File: config.mk
export PLATFORM = sky130hd
export DESIGN_NAME = enable_pulse_gen
export DESIGN_NICKNAME = d
export VERILOG_FILES = /design/src/rtl/enable_pulse_gen.sv
export SDC_FILE = /design/constraint.sdc
export NUM_CORES = 1
export LEC_CHECK = 0
export BUFFER_PORTS_ARGS = -buffer_cell sky130_fd_sc_hd__buf_4
export CORE_MARGIN = 2
export CORE_UTILIZATION = 50
export DETAILED_ROUTE_END_ITERATION = 6
export GPL_TIMING_DRIVEN = 0
export HOLD_SLACK_MARGIN = 0.02
export PLACE_DENSITY = 0.72
export SYNTH_ARGS = -nofsm -noshare
export SYNTH_HDL_FRONTEND = slang
export SYNTH_SLANG_ARGS = --single-unit
File: constraint.sdc
create_clock -name clk -period 3.67 [get_ports clk]
set_input_delay 0.9175 -clock clk [delete_from_list [all_inputs] [get_ports clk]]
set_output_delay 0.9175 -clock clk [all_outputs]
set_load 0.01 [all_outputs]
File: src/rtl/enable_pulse_gen.sv
// enable_pulse_gen: paces the downstream counter with single-cycle enable_t
// strobes at a programmable period. It supports run, stop and single-step
// operation, and a run ends by itself when the counter raises ready_signal.
module enable_pulse_gen #(
   parameter int N     = 4,
   parameter int DIV_W = 16
) (
   input  logic             clk,
   input  logic             rst,
   input  logic             start,
   input  logic             stop,
   input  logic             step,
   input  logic [DIV_W-1:0] period,
   input  logic             ready_signal,
   output logic             enable_t,
   output logic             busy,
   output logic             done,
   output logic [N-1:0]     strobe_cnt
);

   typedef enum logic [1:0] {
      IDLE = 2'd0,
      RUN  = 2'd1,
      STEP = 2'd2,
      DONE = 2'd3
   } state_t;

   localparam logic [DIV_W-1:0] DIV_ONE  = {{(DIV_W-1){1'b0}}, 1'b1};
   localparam logic [DIV_W-1:0] DIV_ZERO = {DIV_W{1'b0}};
   localparam logic [N-1:0]     CNT_ONE  = {{(N-1){1'b0}}, 1'b1};
   localparam logic [N-1:0]     CNT_MAX  = {N{1'b1}};
   localparam logic [N-1:0]     CNT_ZERO = {N{1'b0}};

   state_t           state_r;
   logic [DIV_W-1:0] period_r;
   logic [DIV_W-1:0] prescaler_r;
   logic [DIV_W-1:0] period_eff_s;

   // Strobe counter increment that sticks at all-ones instead of wrapping.
   function automatic logic [N-1:0] sat_inc(input logic [N-1:0] v);
      if (v == CNT_MAX) begin
         return v;
      end else begin
         return v + CNT_ONE;
      end
   endfunction

   // A period of zero is treated as one so the strobe rate is always defined.
   always_comb begin
      period_eff_s = period;
      if (period == DIV_ZERO) begin
         period_eff_s = DIV_ONE;
      end else begin
         period_eff_s = period;
      end
   end

   // Control FSM with prescaler; every output is registered alongside the state.
   always_ff @(posedge clk) begin
      if (rst) begin
         state_r     <= IDLE;
         period_r    <= DIV_ONE;
         prescaler_r <= DIV_ZERO;
         enable_t    <= 1'b0;
         busy        <= 1'b0;
         done        <= 1'b0;
         strobe_cnt  <= CNT_ZERO;
      end else begin
         case (state_r)
            IDLE: begin
               enable_t <= 1'b0;
               done     <= 1'b0;
               if (stop) begin
                  state_r <= IDLE;
                  busy    <= 1'b0;
               end else if (start) begin
                  state_r     <= RUN;
                  busy        <= 1'b1;
                  period_r    <= period_eff_s;
                  prescaler_r <= period_eff_s - DIV_ONE;
                  strobe_cnt  <= CNT_ZERO;
               end else if (step) begin
                  state_r     <= STEP;
                  busy        <= 1'b1;
                  period_r    <= period_eff_s;
                  prescaler_r <= period_eff_s - DIV_ONE;
                  strobe_cnt  <= CNT_ZERO;
               end else begin
                  state_r <= IDLE;
                  busy    <= 1'b0;
               end
            end
            RUN: begin
               done <= 1'b0;
               if (stop) begin
                  state_r  <= IDLE;
                  busy     <= 1'b0;
                  enable_t <= 1'b0;
               end else if (ready_signal) begin
                  // Target reached: a strobe due on this cycle is dropped.
                  state_r  <= DONE;
                  busy     <= 1'b0;
                  enable_t <= 1'b0;
                  done     <= 1'b1;
               end else if (prescaler_r == DIV_ZERO) begin
                  enable_t    <= 1'b1;
                  prescaler_r <= period_r - DIV_ONE;
                  strobe_cnt  <= sat_inc(strobe_cnt);
               end else begin
                  enable_t    <= 1'b0;
                  prescaler_r <= prescaler_r - DIV_ONE;
               end
            end
            STEP: begin
               done <= 1'b0;
               if (stop) begin
                  state_r  <= IDLE;
                  busy     <= 1'b0;
                  enable_t <= 1'b0;
               end else if (prescaler_r == DIV_ZERO) begin
                  state_r    <= IDLE;
                  busy       <= 1'b0;
                  enable_t   <= 1'b1;
                  strobe_cnt <= sat_inc(strobe_cnt);
               end else begin
                  enable_t    <= 1'b0;
                  prescaler_r <= prescaler_r - DIV_ONE;
               end
            end
            DONE: begin
               state_r  <= IDLE;
               busy     <= 1'b0;
               enable_t <= 1'b0;
               done     <= 1'b0;
            end
            default: begin
               state_r  <= IDLE;
               busy     <= 1'b0;
               enable_t <= 1'b0;
               done     <= 1'b0;
            end
         endcase
      end
   end

endmodule

Word-level counts from Yosys, hierarchy flattened --
Index checks and enable logic that the tools add are counted.
Cells by class: multiplexer cells 45, bitwise logic cells 1, reduce and logical (&&, ||, !) cells 11, add/subtract/negate cells 4, equal/unequal tests 12
Operators by type and width (count):
- 16-bit two-way mux | 11
- 16-bit case mux with 3 select lines | 1
- 16-bit by 1-bit subtractor with 16-bit output (second input constant) | 3
- 16-bit zero test | 2
- 4-bit two-way mux | 8
- 2-bit two-way mux | 7
- 1-bit two-way mux | 13
- 4-bit case mux with 3 select lines | 1
- 2-bit inequality test (second input constant) | 5
- 3-bit inequality test (second input constant) | 3
- 2-bit case mux with 4 select lines | 1
- 7-bit AND reduction | 1
- 6-bit AND reduction | 1
- 4-bit by 1-bit adder with 4-bit output (second input constant) | 1
- 2-bit == test (second input constant) | 2
- 4-bit == test (second input constant) | 1
- 1-bit case mux with 4 select lines | 1
- 1-bit case mux with 3 select lines | 1
- 3-bit AND reduction | 1
- 3-bit nonzero test | 1
- 3-bit OR reduction | 1
- 2-bit by 1-bit == test with 1-bit output (second input constant) | 1
- 2-bit zero test | 1
- 1-bit case mux with 2 select lines | 1
- 4 further kinds | 4
Word-level totals: input bits 22, logic and storage cells 80, register bits after elaboration 41

Depth between registers and ports, before layout --
depth in word-level cells 7, gate-level depth with buffers 11, mapped depth without buffers 10

Least setup slack after synthesis --
Ideal clock, no wire load.
path kind input to register, from input period[13], to register prescaler_r[8], data arrival time 2916 ps, slack 632 ps, stages on the path 9, required time 3548 ps, path buffers 0, cell sequence or4_1 nor3_2 a31oi_1 ha_1 nor3b_1 nand2_1 xor2_1 nor3_1 a221o_1
Between the ends: word-level cells in the longest chain between the ends 7
Ends and longest elaborated chain:
- start: declaration | RTL line 13 | input logic [DIV_W-1:0] period,
- 16-bit zero test (*) | RTL line 51 | if (period == DIV_ZERO) begin
- 16-bit two-way mux (*) | RTL line 51
- 16-bit by 1-bit subtractor with 16-bit output (*) | RTL line 80, 86
- 16-bit two-way mux | RTL line 82 | end else if (step) begin
- 16-bit two-way mux (*) | RTL line 76 | end else if (start) begin
- 16-bit two-way mux (*) | RTL line 73 | if (stop) begin
- 16-bit case mux with 3 select lines (*) | RTL line 69 | case (state_r)
- end signal: assignment | RTL line 80 | prescaler_r <= period_eff_s - DIV_ONE;
- end signal: assignment | RTL line 86 | prescaler_r <= period_eff_s - DIV_ONE;
- end signal: assignment | RTL line 107 | prescaler_r <= period_r - DIV_ONE;
- end: declaration | RTL line 36 | logic [DIV_W-1:0] prescaler_r;
Mark *: on every way between the ends. The rest lies on a longest branch, timed or not. The select of a mux whose other input is x is not followed. A chain may end at the register's enable or synchronous reset.

Worst setup path in the final report --
from input period[13], to register prescaler_r[14]
Between the ends: word-level cells in the longest chain between the ends 7
Ends and longest elaborated chain (RTL line):
- 16-bit zero test | 51
- 16-bit two-way mux (*) | 51
- 16-bit by 1-bit subtractor with 16-bit output (*) | 80, 86
- 16-bit two-way mux | 82
- 16-bit two-way mux (*) | 76
- 16-bit two-way mux (*) | 73
- 16-bit case mux with 3 select lines (*) | 69
Marks and branches as above.

==> metrics.sh <==
OUTCOME='completed'
HOLD_VIOL=0
POST_CTS.RESIZED_INSTANCES=0
WORST_HOLD_STARTPOINT='period_r[15]$_SDFFE_PP0P_'
DESIGN.FINAL.NETS=432
TOTAL_NETS_AFTER_SYNTHESIS=398
CRITICAL-PATH-MAX-STAGE-DELAY_NS=0.58
REGAREA_UM2=821
ANTENNA_VIOLATING_NETS_POST_ROUTE=0
MIN_PATH_CELLS=2
AREA_GROWTH_PCT=13.0
SYNTH-WARNING-COUNT=0
SYNTH_EDF_COUNT=0
FIN_HOLD_WS_NS=0.485
PATH_DELAY_FAMILY='simple AND/OR/NAND/NOR gates'
WORSTMARGINPINSLEW_NS=0.953
LAYOUT_CELLS_SIZED_ABOVE_1=0.140
SLEW_HEADROOM=0.364
GRT_PASS1_WL_MM=13.3
FLOORPLAN.CORE_AREA_UM2=5570
REGTOREGSTARTPOINT='prescaler_r[0]$_SDFFE_PP0P_'
DETAIL_ROUTE.VIAS_PER_CELL=6.10
DETAIL_ROUTE.WL_PER_CELL_UM=17.0
CHIPHEIGHT_UM=80.3
CRITICAL_PATH.SLOWEST_CELL='sky130_fd_sc_hd__or4_1'
FINISH_STAGE_SETUP_VIOLS=0
DRT_WL_TOTAL_MM=8.03
CRIT_PATH_START_KIND='input port'
POST_CTS_BUFFERS=0
CTS.CLK_SLEW.WORST_PATHS_NS=0.08
NUMCTSBUFFERS=5
POWERDENSITY_nW_PER_UM2=408
FINALWORSTPATHREQUIREDPERIOD_NS=3.34
KIND_OF_CRITICAL_PATH='input port to flop'
CRIT_BUF_INV=1
GRT_MAX_DEGREE=12
IRDROPWORSTVDD_V=0.000197
DPL.HPWL_MM=6.06
SYNTH-MAIN-FF-CELL='sky130_fd_sc_hd__dfxtp_1'
ANTENNA-DIODE-COUNT=0
DIE-AREA_UM2=6450
WORST-PATH-STAGES=11
NUM_ROWS=27
CRITICAL_PATH.MAX_FANOUT=7
NUM-FILL-CELLS=548
PLACE.GP.CONGESTION=0.895
FINALCLOCKSKEW_NS=0.00757
WORST_EP_ARRIVAL_TIME_NS=3.51
PLACE.PORT_BUFFERS=27
SYNTH.CELL_AREA_UM2=2910
FMAXACHIEVABLE_GHz=0.300
CLOCK_TREE_FROM_TRITONCTS='built'
ANTENNA_FOUND_INITIAL=0
INITIAL_CORE_UTIL=0.522
POSTSYNTHCELLCOUNT=367
MULTI_INPUT_AREA_UM2=1950
HOLD_REMOVAL_PATH_CLASS='flop to flop'
CTS.HOLD.BUFFERS_ADDED=0
PERIOD_UTILIZATION_POST_ROUTE=0.909
SETUP_TNS_NS=0
SLEW_VIOLATIONS=0
CRIT_PATH_START='period[13]'
DRC=0
CTS.SINKS=41
YOSYS_REGISTER_BITS=41
CTS_HTREE_LEVELS=2
WORST-R2R-CELL-COUNT=10
STATIC_LEAKAGE_POWER_nW=1.21
DRTITER0DRC=236
RSZ0062_AT_GRT='no'
GLOBAL_ROUTE.OVERFLOW_TOTAL=0
SYNTH-ASYNC-RESET-RATIO=0
DIE_X_UM=80.3
SYN_AVG_CELL_AREA_UM2=7.93
SYNTH_SEQUENTIAL_AREA_RATIO=0.282
P_TOTAL_W=0.00134
CRITICAL_PATH.CELL_CHAIN='buf_4 -> or4_1 -> nor3_2 -> a31oi_1 -> ha_1 -> nor3b_1 -> nand4b_1 -> xor2_1 -> o21ai_0 -> a31oi_1 -> nor3_1'
CLK_ROOT_BUFFER_CELL='sky130_fd_sc_hd__clkbuf_8'
INSERTION_DELAY_NS=0.30
CLOCK_PATH_BUFFERS=2
GRT_PASS1_VIAS=2759
IOS=29
ROUTE.VIAS.TOTAL=2885
TIMING.MAX_CAP.VIOLATIONS=0
CP-END-KIND='flop'
DRT-PASS1-ITER-COUNT=5
SYNTH_CELL_TYPE_COUNT=58
GRTUSAGETOTAL=0.266
CP_MOST_FREQUENT_CELL='sky130_fd_sc_hd__a31oi_1'
CRIT_REQUIRED_NS=3.84
## logic make-up (layout without fill, tap and decap cells)
| family | count (synthesis) | count (layout) | share of synthesized area |
|---|---|---|---|
| XOR/XNOR | 36 | 36 | 0.108 |
| AND/OR/NAND/NOR | 154 | 154 | 0.291 |
| flip-flops | 41 | 41 | 0.282 |
| adder cells (fa/ha/maj) | 9 | 9 | 0.0387 |
| multiplexers | 2 | 2 | 0.00688 |
| buffers and inverters | 31 | 65 | 0.0494 |
| AO/OA/AOI/OAI | 94 | 94 | 0.224 |
## worst paths after layout
path / slack (ns) / to
worst min register to register: 0.48 / period_r[15]$_SDFFE_PP0P_
worst max register to register: 1.11 / busy$_SDFFE_PP0P_
worst min-delay path: 0.48 / period_r[15]$_SDFFE_PP0P_
worst max-delay path: 0.33 / prescaler_r[14]$_SDFFE_PP0P_
## flip-flops by register name, indices dropped and copies added, names as in the netlist
signal       cells
state_r          2
prescaler_r     16
busy             1
strobe_cnt       4
enable_t         1
done             1
period_r        16
## layer usage
metal / vias to the layer above / global-route usage / share of wire
li1: 1411 / - / -
met1: 1350 / 0.355 / 0.45
met2: 105 / 0.428 / 0.46
met3: 19 / 0.0506 / 0.069
met4: 0 / 0.0915 / 0.022
met5: - / 0 / 0
## metrics by stage
| stage | instance area, um^2 | setup WS [ns] | utilization | instances |
|---|---|---|---|---|
| 4_1_cts | 3290 | 0.343 | 0.590 | 473 |
| 6_report | 3290 | 0.332 | 0.590 | 473 |
| 3_5_place_dp | 3200 | 0.0267 | 0.575 | 466 |
| 5_1_grt | 3290 | 0.157 | 0.590 | 473 |
| 2_1_floorplan | 2910 | 0.632 | - | 367 |
| 3_3_place_gp | 3200 | 0.0670 | 0.575 | 466 |
## tightest hold or removal path, stage by stage (launching register included)
cell and delay (ns):
sky130_fd_sc_hd__dfxtp_1 0.33, sky130_fd_sc_hd__nand2_1 0.06, sky130_fd_sc_hd__a21oi_1 0.05
## cell type report
cell class | count | area share
buffer | 19 | 0.0300
clock buffer | 7 | 0.0262
timing repair buffer | 27 | 0.0616
sequential | 41 | 0.250
tap | 72 | 0.0274
inverter | 12 | 0.0137
multi-input combinational | 295 | 0.591
## synthesized netlist by cell type, drive strengths merged (3+ instances only)
cell | instances | area [um^2]
xor2 | 22 | 193
nand4b | 3 | 26.3
ha | 9 | 113
buf | 6 | 50.0
nand2 | 58 | 223
a211o | 4 | 35.0
a211oi | 6 | 45.0
or3 | 3 | 18.8
nand3 | 7 | 35.0
o211ai | 4 | 30.0
nor4 | 8 | 98.9
inv | 12 | 45.0
a311oi | 3 | 26.3
nor3b | 7 | 52.6
o22ai | 3 | 18.8
o21bai | 3 | 22.5
o221ai | 4 | 35.0
nor3 | 21 | 115
nand4 | 7 | 43.8
a21o | 3 | 22.5
dfxtp | 41 | 821
xnor2 | 14 | 123
a21oi | 33 | 169
o21ai | 7 | 35.0
a31oi | 9 | 56.3
nor4b | 3 | 32.5
nor2 | 21 | 78.8
o31ai | 4 | 30.0
or4 | 5 | 37.5
clkbuf | 13 | 48.8
## placed cells by master (no fill, tap or decap), drive strengths merged, types with 4 or more instances in the layout
| cell | count |
|---|---|
| dfxtp | 41 |
| a211o | 4 |
| inv | 12 |
| xnor2 | 14 |
| buf | 33 |
| xor2 | 22 |
| nand3 | 7 |
| ha | 9 |
| a31oi | 9 |
| nor4 | 8 |
| o221ai | 4 |
| nor3b | 7 |
| nor3 | 21 |
| o211ai | 4 |
| nand2 | 58 |
| o21ai | 7 |
| a211oi | 6 |
| nor2 | 21 |
| o31ai | 4 |
| a21oi | 33 |
| nand4 | 7 |
| or4 | 5 |
| clkbuf | 20 |
## report_power, final
| part | total, W | leakage [nW] | switching, W | internal (W) |
|---|---|---|---|---|
| combinational | 0.000490 | 0.827 | 0.000287 | 0.000202 |
| sequential | 0.000537 | 0.336 | 0.0000538 | 0.000484 |
| clock | 0.000315 | 0.0443 | 0.000165 | 0.000150 |
| total | 0.00134 | 1.21 | 0.000506 | 0.000836 |
Note: power is estimated with default switching activity, not from simulation.
